==> config.mk <==
export PLATFORM = sky130hd
export DESIGN_NAME = accelerator_allocation_weighting_sorter
export DESIGN_NICKNAME = d
export VERILOG_FILES = /design/src/rtl/accelerator_dnc_pkg.sv /design/src/rtl/accelerator_fixed_multiplier.sv /design/src/rtl/accelerator_allocation_weighting_sorter.sv
export SDC_FILE = /design/constraint.sdc
export NUM_CORES = 2
export LEC_CHECK = 0
export BUFFER_PORTS_ARGS = -buffer_cell sky130_fd_sc_hd__buf_4
export CORE_ASPECT_RATIO = 0.7
export CORE_MARGIN = 1.5
export CORE_UTILIZATION = 60
export CTS_CLUSTER_DIAMETER = 40
export DETAILED_ROUTE_END_ITERATION = 8
export GPL_TIMING_DRIVEN = 0
export PLACE_DENSITY_LB_ADDON = 0.25
export SYNTH_ARGS = -nofsm -noshare
export SYNTH_HDL_FRONTEND = slang
export SYNTH_SLANG_ARGS = --single-unit
==> constraint.sdc <==
create_clock -name CLK -period 19.8 [get_ports CLK]
set_clock_uncertainty 0.2 [all_clocks]
set_input_delay 0.99 -clock CLK [delete_from_list [all_inputs] [get_ports CLK]]
set_output_delay 0.99 -clock CLK [all_outputs]
set_load 0.01 [all_outputs]
==> src/rtl/accelerator_dnc_pkg.sv <==
// accelerator_dnc_pkg: shared DNC fixed-point constants, FSM state type and multiply helper
package accelerator_dnc_pkg;
  localparam int DNC_DATA_SIZE = 16;
  localparam int DNC_FRAC_BITS = 15;
  localparam int DNC_MAX_N = 16;
  localparam int DNC_IDX_W = $clog2(DNC_MAX_N);
  localparam logic [DNC_DATA_SIZE-1:0] DNC_ONE = DNC_DATA_SIZE'(1) << DNC_FRAC_BITS;
  typedef enum logic [2:0] {IDLE, LOAD, SCAN, COMPUTE, OUTPUT, DONE} state_t;
  function automatic logic [DNC_DATA_SIZE-1:0] fx_mul(input logic [DNC_DATA_SIZE-1:0] a, input logic [DNC_DATA_SIZE-1:0] b);
    return DNC_DATA_SIZE'(({{DNC_DATA_SIZE{1'b0}}, a} * {{DNC_DATA_SIZE{1'b0}}, b}) >> DNC_FRAC_BITS);
  endfunction
endpackage

==> src/rtl/accelerator_fixed_multiplier.sv <==
// accelerator_fixed_multiplier: combinational W x W fixed-point product, shifted by F and truncated to W bits
module accelerator_fixed_multiplier #(
  parameter int W = 16,
  parameter int F = 15
) (
  input  logic [W-1:0] a,
  input  logic [W-1:0] b,
  output logic [W-1:0] y
);
  assign y = W'(({{W{1'b0}}, a} * {{W{1'b0}}, b}) >> F);
endmodule

==> src/rtl/accelerator_allocation_weighting_sorter.sv <==
// accelerator_allocation_weighting_sorter: DNC allocation weighting via stable min-scan sort; ACCELERATOR_ALLOCATION_WEIGHTING_CLAMP_EN saturates loaded usage to ONE
module accelerator_allocation_weighting_sorter
  import accelerator_dnc_pkg::*;
#(
  parameter int DATA_SIZE = DNC_DATA_SIZE,
  parameter int FRAC_BITS = DNC_FRAC_BITS,
  parameter int MAX_N = DNC_MAX_N
) (
  input  logic                 CLK,
  input  logic                 RST,
  input  logic                 START,
  output logic                 READY,
  output logic                 BUSY,
  input  logic [DATA_SIZE-1:0] SIZE_N_IN,
  input  logic                 U_IN_ENABLE,
  input  logic [DATA_SIZE-1:0] U_IN,
  output logic                 PHI_OUT_ENABLE,
  output logic [DATA_SIZE-1:0] PHI_OUT,
  output logic                 A_OUT_ENABLE,
  output logic [DATA_SIZE-1:0] A_OUT
);
  localparam int CW = $clog2(MAX_N + 1);
  localparam int IW = MAX_N > 1 ? $clog2(MAX_N) : 1;
  localparam logic [DATA_SIZE-1:0] ONE = DATA_SIZE'(1) << FRAC_BITS;
  state_t state;
  logic [DATA_SIZE-1:0] u_buf [MAX_N];
  logic [DATA_SIZE-1:0] a_buf [MAX_N];
  logic [MAX_N-1:0] used;
  logic [CW-1:0] n, cnt, j, k, o, n_in;
  logic [IW-1:0] mi;
  logic [DATA_SIZE-1:0] mv, p, u_cur, u_load, a_new, p_new;
  logic found, cand;
  assign n_in = 32'(SIZE_N_IN) > MAX_N ? CW'(MAX_N) : CW'(SIZE_N_IN);
  assign u_cur = u_buf[j[IW-1:0]];
  assign cand = !used[j[IW-1:0]] && (!found || u_cur < mv);
`ifdef ACCELERATOR_ALLOCATION_WEIGHTING_CLAMP_EN
  assign u_load = U_IN > ONE ? ONE : U_IN;
`else
  assign u_load = U_IN;
`endif
  accelerator_fixed_multiplier #(.W(DATA_SIZE), .F(FRAC_BITS)) mul_a (.a(ONE - u_buf[mi]), .b(p), .y(a_new));
  accelerator_fixed_multiplier #(.W(DATA_SIZE), .F(FRAC_BITS)) mul_p (.a(u_buf[mi]), .b(p), .y(p_new));
  // Outputs are loaded on the edge entering the cycle they belong to, so strobes line up with the state they report
  always_ff @(posedge CLK) begin
    if (RST) begin
      state <= IDLE;
      READY <= 1'b0;
      BUSY <= 1'b0;
      PHI_OUT_ENABLE <= 1'b0;
      PHI_OUT <= '0;
      A_OUT_ENABLE <= 1'b0;
      A_OUT <= '0;
      used <= '0;
      n <= '0;
      cnt <= '0;
      j <= '0;
      k <= '0;
      o <= '0;
      mi <= '0;
      mv <= '0;
      p <= ONE;
      found <= 1'b0;
    end else begin
      READY <= 1'b0;
      PHI_OUT_ENABLE <= 1'b0;
      A_OUT_ENABLE <= 1'b0;
      case (state)
        IDLE: if (START) begin
          BUSY <= 1'b1;
          n <= n_in;
          used <= '0;
          p <= ONE;
          cnt <= '0;
          k <= '0;
          o <= '0;
          state <= n_in == '0 ? OUTPUT : LOAD;
        end
        LOAD: if (U_IN_ENABLE) begin
          u_buf[cnt[IW-1:0]] <= u_load;
          cnt <= cnt + 1'b1;
          if (cnt == n - 1'b1) begin
            state <= SCAN;
            j <= '0;
            found <= 1'b0;
          end
        end
        SCAN: begin
          if (cand) begin
            mi <= j[IW-1:0];
            mv <= u_cur;
            found <= 1'b1;
          end
          j <= j + 1'b1;
          if (j == n - 1'b1) begin
            state <= COMPUTE;
            PHI_OUT_ENABLE <= 1'b1;
            PHI_OUT <= DATA_SIZE'(cand ? j[IW-1:0] : mi);
          end
        end
        COMPUTE: begin
          a_buf[mi] <= a_new;
          p <= p_new;
          used[mi] <= 1'b1;
          k <= k + 1'b1;
          j <= '0;
          found <= 1'b0;
          state <= k == n - 1'b1 ? OUTPUT : SCAN;
          if (k == n - 1'b1) begin
            A_OUT_ENABLE <= 1'b1;
            A_OUT <= mi == '0 ? a_new : a_buf[0];
            o <= CW'(1);
          end
        end
        OUTPUT: begin
          if (o == n) begin
            state <= DONE;
            READY <= 1'b1;
          end else begin
            A_OUT_ENABLE <= 1'b1;
            A_OUT <= a_buf[o[IW-1:0]];
            o <= o + 1'b1;
          end
        end
        DONE: begin
          BUSY <= 1'b0;
          state <= IDLE;
        end
        default: state <= IDLE;
      endcase
    end
  end
endmodule

==> results by group <==
Setup path
  – Slowest cell on crit path: xor2_1
  – Crit path kind: flip-flop to flip-flop
  – Critical path capture point type: flip-flop
  – Worst Path Required: around 20 ns
  – Slack of the worst reg-to-reg path: slightly below 7 ns
  – Startpoint Class: flip-flop
  – Delay-heaviest family, CP: adder cells
  – CP most frequent cell: fa_1
  – CP max stage delay: 1.00 ns
  – Bufs and invs on worst path: 10
  – Arrival time of the worst setup path: between 10 and 15 ns
  – Max FO, Critical Path: 17

Detailed routing
  – DRC viols: 1
  – Vias per cell: about 6.3
  – Initial DRC count: 3461
  – Via count of the routed design: 28508
  – Detail Route Antenna Nets: 0
  – Routed len/inst: 25.4 um
  – Drt total wl: 116000 um
  – First-pass iteration count of the detailed router: 9

Yosys
  – EDFF count, synth: between 500 and 600
  – Top cell type by total area after synthesis: edfxtp_1
  – Dominant cells by area after synthesis: edfxtp_1 36%, fa_1 18%, mux4_2 13%
  – Complex-gate fraction of the synthesized area: 3.26%
  – Post-synth top cells: 512 x edfxtp_1, 484 x inv_1, 384 x fa_1
  – Ys async rst share: 0%
  – Post-synthesis cell area: between 0.04 and 0.05 mm^2
  – Adder-cell share of the synthesized area: 24.4%
  – Largest family of logic cells by synthesized area: adder cells
  – Syn. warnings: 0
  – Simple-Gate Fraction of Synth Area: a little under a tenth
  – Post-synth top area share: 36.0%
  – Count of cell types in the netlist: 65
  – Synth Register Bits: between 600 and 700
  – Mux cell area share after synthesis: 13.6%
  – Avg Inst Size Synth: between 10 and 15 um^2
  – Seq/Total Area, Yosys: 41.5%
  – Top_reg_cell synth: edfxtp_1
  – Mapped Cells: between 3000 and 4000
  – Post-Synth XOR/XNOR Area: 1.73%
  – Cell with the most instances after synthesis: edfxtp_1

Floorplan
  – Die width: ~320 um
  – Rows: between 80 and 90
  – Die H: between 200 and 250 um
  – DIE AREA: ~0.073 mm^2
  – IO Count: slightly above 70
  – Core Area: ~0.07 mm^2
  – Initial cell density of the core: 60.9%

Timing
  – Hold Violations, Final: 0
  – Final setup viols: 0
  – Final worst-path cycle share: approximately 66%
  – Final min period: around 13 ns
  – Worst slew margin: between 10 and 15%
  – Setup TNS: 0 ns
  – Slew @ Worst Pin: between 1 and 1.5 ns
  – Slew Limit Fails: 0
  – Maximum clock rate: 0.0768 GHz
  – Unrepaired setup endpoints after global routing: no

Layout
  – Final Instance Area: 0.0478 mm^2
  – Area grow syn2layout: 11.8%
  – Fill count: 4887
  – Post-Layout Cell Count: approximately 4500
  – Share of layout cells above drive strength 1: 15.3%
  – Nets: 4168
  – Register area: between 0.015 and 0.02 mm^2
  – Post-layout util: between 60% and 70%
  – Multi-input gate area: around 0.023 mm^2

Status
  – Status: finished, violations left
  – Failing checks: design-rule violations

Clocking
  – CTS sink cnt: between 600 and 700
  – Root buf cell: clkbuf_16
  – Max Buffers Root-to-Sink: 3
  – CTS buffer count: 77
  – CTS H-Tree Depth: 3
  – Post_cts resized: 0
  – Setup Fix Bufs, Post-CTS: 0
  – Clk_lat worst skew: 0.64 ns
  – Hold_buf cts: 0
  – Worst-path clk slew: about 0.060 ns
  – CTS tree: built

Placement
  – Placed wire-length estimate: approximately 86000 um
  – Placed cell areas: about 0.045 mm^2
  – IO buf count: a little under 60
  – Placed cells: between 4000 and 5000
  – GPL Wtd Cong: between 0.9 and 1

Hold path
  – HP Class: flip-flop to flip-flop

Global routing
  – First-pass GRT wire length: 178000 um
  – Gr usage total: roughly a third
  – Vias in the first global route: roughly 29000
  – GRT overflow: 0
  – Antenna violations before repair: 2
  – Largest net degree at the start of global routing: 18

Power
  – Pwr Density: approximately 90 mW/mm^2
  – Worst VDD drop: 0.0784 mV
  – Static leakage power: 18.5 nW
  – Power consumption: around 0.0042 W

Run
  – Max capacitance violation total: 0
layout make-up:
class | count | area share (%)
multi-input cells | 2047 | 47.3
clock inverters | 51 | 1.12
clock buffers | 90 | 4.27
repair buffers | 102 | 2.19
well taps | 954 | 2.50
diodes | 2 | 0.0105
inverters | 484 | 3.80
plain buffers | 189 | 1.72
flip-flops and latches | 629 | 37.1
per-layer routing:
layer / wire [um] / GRT usage, % / vias to the layer above
li1: - / - / 11804
met1: 45300 / 47.8 / 14599
met5: 99 / 1.21 / -
met3: 15200 / 8.92 / 282
met4: 3360 / 8.96 / 2
met2: 51800 / 49.6 / 1821
cells by family after synthesis:
kind of cell,count (synthesis)
buffers and inverters,673
DFF,629
other,1
adders and majority gates,602
AOI/OAI and AO/OA,212
xor gates and xnor gates,83
muxes,280
and+or+nand+nor,858
report_power, final:
| part | total, W | internal, W | leakage (nW) | switching, W |
|---|---|---|---|---|
| logic | 0.00118 | 0.000421 | 11.7 | 0.000755 |
| registers | 0.00160 | 0.00158 | 5.55 | 0.0000213 |
| clock network | 0.00141 | 0.000822 | 1.24 | 0.000587 |
| total | 0.00418 | 0.00282 | 18.5 | 0.00136 |
placed cells by master, fill, tap and decap left out, types with 53 or more instances in the layout:
cell type	n
a21oi_1	53
and2_1	202
buf_4	78
clkbuf_1	142
clkbuf_16	80
dfxtp_1	117
edfxtp_1	512
fa_1	384
ha_1	218
inv_1	484
mux4_2	239
nand2_1	366
nor2_1	130
state kept, by name, summed over array words and instances, names as in the netlist, 3 cells and up, named ones only:
register / cells
k: 5
j: 5
mi: 4
PHI_OUT: 4
p: 16
a_buf: 256
A_OUT: 16
n: 5
cnt: 5
o: 5
used: 16
mv: 16
state: 3
u_buf: 256
final timing paths:
path / start / cells after the start / to
setup / recovery: flip-flop / 30 / a_buf[14][12]
hold / removal: used[3] / 2 / used[3]
setup reg to reg: flip-flop / 30 / a_buf[14][12]
hold reg to reg: used[3] / 2 / used[3]
tightest hold or removal path: stages (launching register included):
cell     delay [ns]
dfxtp_1        0.32
nor2_1         0.05
nor2_1         0.07
metrics by stage:
step / hold slack [ns] / worst slack (ns)
finish: 0.269 / 6.79
global placement: 0.244 / 7.03
CTS: 0.267 / 6.96
floorplan: 0.235 / 10.43
detailed placement: 0.253 / 7.01
global route: 0.293 / 6.25
Note: power is estimated with default switching activity, not from simulation.
